**src/rtl/flash_cmd_sequencer.sv**
```systemverilog
// Command-sequence tracker for a parallel NOR flash behind the PRG ROM window.
// Decodes unlock/program/erase/autoselect cycles and models the flash busy time.
module flash_cmd_sequencer #(
  parameter logic [23:0] PROG_CYCLES         = 24'd40,
  parameter logic [23:0] SECTOR_ERASE_CYCLES = 24'd1_000_000,
  parameter logic [23:0] CHIP_ERASE_CYCLES   = 24'd16_000_000
) (
  input  logic        m2,
  input  logic        reset,
  input  logic        wr_valid,
  input  logic [14:0] wr_addr,
  input  logic [7:0]  wr_data,
  input  logic        prg_write_enabled,
  output logic        we_allow,
  output logic        busy,
  output logic        autoselect,
  output logic        seq_error,
  output logic [3:0]  state_code,
  output logic [15:0] prog_count
);

  typedef enum logic [3:0] {
    S_IDLE   = 4'd0,
    S_U1     = 4'd1,
    S_U2     = 4'd2,
    S_PROG   = 4'd3,
    S_E80    = 4'd4,
    S_EU1    = 4'd5,
    S_EU2    = 4'd6,
    S_BUSY_P = 4'd7,
    S_BUSY_E = 4'd8,
    S_ASEL   = 4'd9
  } state_t;

  state_t      state_q, state_d;
  logic [23:0] timer_q, timer_d;
  logic [15:0] cnt_q, cnt_d;
  logic        err_q, err_d;

  logic        wr_en;
  logic [10:0] addr_lo;
  logic        is_555, is_2aa, is_f0;
  logic        u1_match, u2_match;
  logic        bad_seq;
  logic        unused_addr_hi;

  function automatic logic [15:0] sat_inc16(input logic [15:0] v);
    return (v == 16'hFFFF) ? v : v + 16'd1;
  endfunction

  assign wr_en          = wr_valid & prg_write_enabled;
  assign addr_lo        = wr_addr[10:0];
  assign unused_addr_hi = ^wr_addr[14:11];
  assign is_555         = (addr_lo == 11'h555);
  assign is_2aa         = (addr_lo == 11'h2AA);
  assign is_f0          = (wr_data == 8'hF0);
  assign u1_match       = is_555 & (wr_data == 8'hAA);
  assign u2_match       = is_2aa & (wr_data == 8'h55);

  always_comb begin
    state_d = state_q;
    timer_d = timer_q;
    cnt_d   = cnt_q;
    err_d   = 1'b0;
    bad_seq = 1'b0;
    case (state_q)
      // Busy states ignore the bus entirely; only the timer moves.
      S_BUSY_P, S_BUSY_E: begin
        if (timer_q == 24'd0) state_d = S_IDLE;
        else                  timer_d = timer_q - 24'd1;
      end
      S_IDLE: begin
        if (wr_en && u1_match) state_d = S_U1;
      end
      S_U1: begin
        if (wr_en) begin
          if (u2_match) state_d = S_U2;
          else          bad_seq = 1'b1;
        end
      end
      S_U2: begin
        if (wr_en) begin
          if (is_555 && wr_data == 8'hA0)      state_d = S_PROG;
          else if (is_555 && wr_data == 8'h80) state_d = S_E80;
          else if (is_555 && wr_data == 8'h90) state_d = S_ASEL;
          else                                 bad_seq = 1'b1;
        end
      end
      S_PROG: begin
        if (wr_en) begin
          state_d = S_BUSY_P;
          timer_d = PROG_CYCLES - 24'd1;
          cnt_d   = sat_inc16(cnt_q);
        end
      end
      S_E80: begin
        if (wr_en) begin
          if (u1_match) state_d = S_EU1;
          else          bad_seq = 1'b1;
        end
      end
      S_EU1: begin
        if (wr_en) begin
          if (u2_match) state_d = S_EU2;
          else          bad_seq = 1'b1;
        end
      end
      S_EU2: begin
        if (wr_en) begin
          if (is_555 && wr_data == 8'h10) begin
            state_d = S_BUSY_E;
            timer_d = CHIP_ERASE_CYCLES - 24'd1;
          end else if (wr_data == 8'h30) begin
            state_d = S_BUSY_E;
            timer_d = SECTOR_ERASE_CYCLES - 24'd1;
          end else begin
            bad_seq = 1'b1;
          end
        end
      end
      S_ASEL: begin
        if (wr_en && is_f0) state_d = S_IDLE;
      end
      default: state_d = S_IDLE;
    endcase
    // F0 is the documented reset command, so it aborts silently.
    if (bad_seq) begin
      state_d = S_IDLE;
      err_d   = ~is_f0;
    end
  end

  always_ff @(posedge m2) begin
    if (reset) begin
      state_q <= S_IDLE;
      timer_q <= 24'd0;
      cnt_q   <= 16'd0;
      err_q   <= 1'b0;
    end else begin
      state_q <= state_d;
      timer_q <= timer_d;
      cnt_q   <= cnt_d;
      err_q   <= err_d;
    end
  end

  assign busy       = (state_q == S_BUSY_P) || (state_q == S_BUSY_E);
  assign autoselect = (state_q == S_ASEL);
  assign we_allow   = prg_write_enabled & ~busy;
  assign seq_error  = err_q;
  assign state_code = state_q;
  assign prog_count = cnt_q;

endmodule

```
**config.mk**
```make
export PLATFORM = sky130hd
export DESIGN_NAME = flash_cmd_sequencer
export DESIGN_NICKNAME = d
export VERILOG_FILES = /design/src/rtl/flash_cmd_sequencer.sv
export SDC_FILE = /design/constraint.sdc
export NUM_CORES = 1
export LEC_CHECK = 0
export ABC_AREA = 1
export CORE_MARGIN = 1.5
export CORE_UTILIZATION = 40
export DETAILED_ROUTE_END_ITERATION = 10
export GPL_ROUTABILITY_DRIVEN = 1
export PLACE_DENSITY_LB_ADDON = 0.3
export SLEW_MARGIN = 5
export SYNTH_ARGS = -nofsm -noshare
export SYNTH_HDL_FRONTEND = slang
export SYNTH_SLANG_ARGS = --single-unit
```
**constraint.sdc**
```tcl
create_clock -name m2 -period 2.4 [get_ports m2]
set_input_delay 0.48 -clock m2 [delete_from_list [all_inputs] [get_ports m2]]
set_output_delay 0.48 -clock m2 [all_outputs]
set_load 0.01 [all_outputs]
```
# --- Yosys cells after proc, flatten, opt, wreduce, memory -nomap -nowiden ---
# Index checks and enable logic that the tools add are counted.
# Widths: inputs -> output; s select.
classes:
  addsub: 2
  eq_ne: 35
  muxes: 36
  bitwise_logic: 8
  n_reduce_logical: 17
op_table:
  columns: ["op", "n"]
  rows:
  - ["$mux 24", 5]
  - ["$pmux 24 s3", 1]
  - ["$mux 4", 17]
  - ["$eq 8x8->1 const B", 5]
  - ["$pmux 4 s9", 1]
  - ["$logic_not 24->1", 1]
  - ["$ne 2x2->1 const B", 12]
  - ["$sub 24x1->24 const B", 1]
  - ["$add 16x1->16 const B", 1]
  - ["$eq 16x16->1 const B", 1]
  - ["$eq 4x3->1 const B", 4]
  - ["$reduce_and 14->1", 1]
  - ["$eq 11x10->1 const B", 1]
  - ["$eq 11x11->1 const B", 1]
  - ["$mux 1", 11]
  - ["$eq 4x2->1 const B", 2]
  - ["$eq 4x4->1 const B", 2]
  - ["$eq 8x5->1 const B", 1]
  - ["$eq 8x6->1 const B", 1]
  - ["$eq 8x7->1 const B", 1]
  - ["$reduce_or 2->1", 4]
  - ["$logic_and 1x1->1", 6]
  - ["$reduce_and 5->1", 1]
  - ["$and 1x1->1", 4]
  - ["10 further kinds", 13]
totals:
  register_bits: 45
  in_bits: 27
  output_inout_bits: 24
  word_cells: 102

# --- Depth between registers and ports, before layout ---
logic_depth:
  word_depth: 9
  ltp_mapped: 12
  ltp_nobuf: 12

# --- Worst setup path before layout ---
# No wires, ideal clock.
synth_timing:
  path_kind: "in2reg"
  start: "input wr_data[0]"
  end: "register timer_q[8]"
  setup_ps: 117
  arrival_ps: 1558
  required_ps: 2283
  setup_slack_ps: 725
  path_stages: 10
  n_path_buf: 0
  path_cell_list: "nor2_1 nand2_1 nor2_1 nand3_1 nand3_1 nand3_2 nor2_1 inv_1 nor2_1 nor2_1"
synth_via:
  elab_chain_cells: 5
  word_cells_on_any_way: 8
  classes_between: "eq/ne: 3; mux: 3; reduce/logical: 2"
synth_lines:
  columns: ["item", "line", "text"]
  rows:
  - ["from (decl)", "12", "input logic [7:0] wr_data,"]
  - ["$eq 8x5->1", "110", "if (is_555 && wr_data == 8'h10) begin"]
  - ["$logic_and 1x1->1", "110", null]
  - ["$mux 24", "110", null]
  - ["$mux 24", "109", "if (wr_en) begin"]
  - ["$pmux 24 s3", "66", "case (state_q)"]
  - ["to (signal assigned)", "141", "timer_q <= timer_d;"]
  - ["to (decl)", "36", "logic [23:0] timer_q, timer_d;"]
# Parallel ways exist; a longest one is shown, timed or not. The select of a mux whose other input is x is not followed.
# A chain may end at the register's enable or synchronous reset.

# --- Worst setup path in the final report ---
layout_timing:
  start: "register state_q[1] (netlist: state_code[1])"
  end: "output we_allow"
layout_via:
  elab_chain_cells: 4
  word_cells_on_any_way: 5
  classes_between: "eq/ne: 2; bitwise: 2; reduce/logical: 1"
layout_lines:
  columns: ["item", "line", "text"]
  rows:
  - ["from (decl)", "35", "state_t state_q, state_d;"]
  - ["from (signal assigned)", "140", "state_q <= state_d;"]
  - ["$eq 4x3->1 or $eq 4x4->1 (tied branches)", "147", "assign busy = (state_q == S_BUSY_P) || (state_q == S_BUSY_E);"]
  - ["$logic_or 1x1->1 (*)", "147", null]
  - ["$not 1->1 (*)", "149", "assign we_allow = prg_write_enabled & ~busy;"]
  - ["$and 1x1->1 (*)", "149", null]
  - ["to (decl)", "14", "output logic we_allow,"]
# Every way passes the cells marked *; elsewhere a longest branch is shown, timed or not.

==> summary.md <==
| Metric | Value |
|---|---|
| Run status | `complete, no violations` |
| DRC Markers | `0` |
| DRT iter0 DRCs | `107` |
| Post-Place Worst Slack | `37.0 ps` |
| Htree depth | `2` |
| Peak supply drop | `approximately 0.0002 V` |
| Core Region | `0.00769 mm2` |
| Reg-to-Reg End | `prog_count[3]` |
| Wire length per cell | `11.0 um` |
| Leak pwr | `1.76 nW` |
| Placed cell area | `0.00372 mm2` |
| CP Data Required Time | `about 1900 ps` |
| Most common cell after layout, fill and taps aside | `nand2_1` |
| Slowest cell on crit path | `clkdlybuf4s50_1` |
| Final-stage net count | `608` |
| Commonest non-fill, non-tap cells in the layout | `131 x nand2_1, 104 x nor2_1, 60 x inv_1` |
| Crit end category | `primary output` |
| Grt ovf | `0` |
| Sequential-to-total area share from yosys stat | `28.5%` |
| Post-CTS setup buffers | `0` |
| Yosys top cell area share | `approximately 29%` |
| R2R depth | `9` |
| CTS Root Cell | `clkbuf_8` |
| Final hold vios | `0` |
| Max Fclk | `439 MHz` |
| Final Wtd Congestion | `roughly 0.89` |
| Max-cap viol count | `0` |
| Clock Sinks | `45` |
| Final Slew Violations | `0` |
| Die Ht | `91.9 um` |
| FP Rows | `32` |
| Total CTS buffers | `5` |
| Unrepaired setup endpoints after global routing | `no` |
| Layout cells sized above 1 | `8.46%` |
| Hold buffers post-CTS | `0` |
| Worst hold stages | `2` |
| Clock Pin Slew Worst Setup and Hold Paths | `around 90 ps` |
| Clock Tree Buf Depth | `2` |
| Bufs and invs on worst path | `3` |
| IO Port Bufs | `46` |
| Worst hold path class | `reg -> reg` |
| Die area | `0.00844 mm2` |
| Period utilisation layout | `94.8%` |
| Data arrival, critical path | `about 1800 ps` |
| Pin count of the biggest net entering global routing | `20` |
| Inserted Diodes | `0` |
| Min Tclk post-route | `~2300 ps` |
| Design area | `0.00384 mm2` |
| Area leader, netlist | `dfxtp_1` |
| TritonRoute pass-1 iters | `5` |
| Vias/cell | `4.94` |
| #FFs+latches synth | `45` |
| Max Fanout on Critical Path | `6` |
| Inst Count DP | `673` |
| Initial core utilization | `41.1%` |
| Worst path cell trace | `inv_2 > nand2_1 > inv_1 > nand3_1 > o21ai_2 > nor2_1 > clkdlybuf4s50_1` |
| Setup violators final | `0` |
| Storage element area | `901 um2` |
| Worst Setup Start Kind | `register` |
| Crit-path max cell delay | `540 ps` |
| R2R Setup Slk | `430 ps` |
| Fillers | `about 800` |
| IO Pins | `51` |
| Syn_nets | `roughly 560` |
| Syn-to-layout area delta | `21.5%` |
| CP startpoint | `state_code[1]` |
| Vias in the first global route | `3082` |
| WL final | `7.51 mm` |
| Final worst slack | `124 ps` |
| CTS tree | `yes` |
| Cell Area, Synth | `0.00316 mm2` |
| PostCTS Resize Cnt | `0` |
| Total global-route track usage | `a little under a fifth` |
| Area of the multi-input gates | `about 0.0019 mm2` |
| Antenna-violating nets left | `0` |
| Syn_area_per_cell | `approximately 6.0 um2` |
| First-pass GRT wire length | `12.9 mm` |
| Critical setup path kind | `reg -> out` |
| Delay-heaviest family, CP | `buffers and inverters` |
| Post-DP HPWL | `5.69 mm` |
| Worst Skew | `7.69 ps` |
| Yosys warns | `0` |
| Initial antenna violation count | `0` |
| P per Cell Area | `374 mW/mm2` |
| Cell variety after synth | `35` |
| Max_slew headroom | `68.8%` |
| Worst Max-Slew Pin Slew | `between 400 and 500 ps` |
| Top cells by area, synth | `dfxtp_1 29%, nand2_1 16%, nor2_1 12%` |
| Die width | `91.9 um` |
| Non-filler cells, final | `681` |
| Worst reg2reg startpoint | `prog_count[0]` |
| CP Depth | `7` |
| Setup crit end | `we_allow` |
| Post-synthesis cell count | `528` |
| Setup TNS | `0 ps` |
| Via count | `between 3000 and 4000` |
| Clock Latency Late Sink | `310 ps` |
| Power, Total | `0.00144 W` |
worst register-to-register path: stages, from the launching register on:
cell	delay (ps)
dfxtp_1	410
ha_1	240
nand4_2	170
nor3_2	290
nand2_1	80
nand2_1	210
buf_4	190
nor2_1	60
o21ai_0	140
a21oi_1	60
metal layers:
layer | share of wire [%] | vias up | global-route usage, % | wire (um)
met5 | 0 | - | 0 | 0
met4 | 0.97 | 0 | 5.38 | 73
met3 | 4.5 | 8 | 3.73 | 337
met2 | 48 | 75 | 32.2 | 3590
met1 | 47 | 1499 | 22.5 | 3510
li1 | - | 1780 | - | -
cell families (layout without fill, tap and decap cells):
kind of cell	count (synthesis)	in the layout	synth area share (%)
AO/OA/AOI/OAI	82	82	14.7
XOR/XNOR	8	8	2.22
flip-flops	45	45	28.5
AND/OR/NAND/NOR	315	315	43.4
adder cells (fa/ha/maj)	3	3	1.19
buffers and inverters	75	126	9.98
worst min-delay path by stage:
stage                        from       endpoint
floorplan              timer_q[1]     timer_q[1]
finish              prog_count[4]  prog_count[4]
global placement    prog_count[4]  prog_count[4]
detailed placement  prog_count[4]  prog_count[4]
CTS                 prog_count[4]  prog_count[4]
global route        prog_count[4]  prog_count[4]
per-stage QoR:
step / utilization [%] / hold WS [ps]
3_3_place_gp: 48.5 / 457
5_1_grt: 50.0 / 506
6_report: 50.0 / 479
4_1_cts: 50.0 / 482
3_5_place_dp: 48.5 / 468
2_1_floorplan: - / 475
synthesized netlist by cell type, drive strengths merged:
| library cell | count |
|---|---|
| a211oi | 3 |
| a21boi | 1 |
| a21oi | 38 |
| and2 | 2 |
| buf | 7 |
| clkbuf | 2 |
| dfxtp | 45 |
| ha | 3 |
| inv | 66 |
| nand2 | 139 |
| nand3 | 43 |
| nand3b | 2 |
| nand4 | 4 |
| nor2 | 112 |
| nor3 | 11 |
| nor3b | 1 |
| o211ai | 1 |
| o21ai | 37 |
| o21bai | 2 |
| or2 | 1 |
| xnor2 | 4 |
| xor2 | 4 |
registers in the layout, summed over array words and instances, names as in the netlist:
signal      cells
timer_q        24
prog_count     16
state_code      4
seq_error       1
power breakdown:
group | total, W | leakage [nW] | switching (W) | internal, W
Clock | 0.000600 | 0.0543 | 0.000288 | 0.000312
Sequential | 0.000746 | 0.362 | 0.00000000179 | 0.000746
Combinational | 0.0000910 | 1.35 | 0.0000441 | 0.0000469
area by class of cell:
type	count	area share (%)
multi-input cells	408	50.6
well taps	102	3.32
repair buffers	52	13.2
clock buffers	5	1.79
inverters	66	6.45
flip-flops and latches	45	23.5
clock inverters	3	1.21
(Power assumes the default switching activity.)
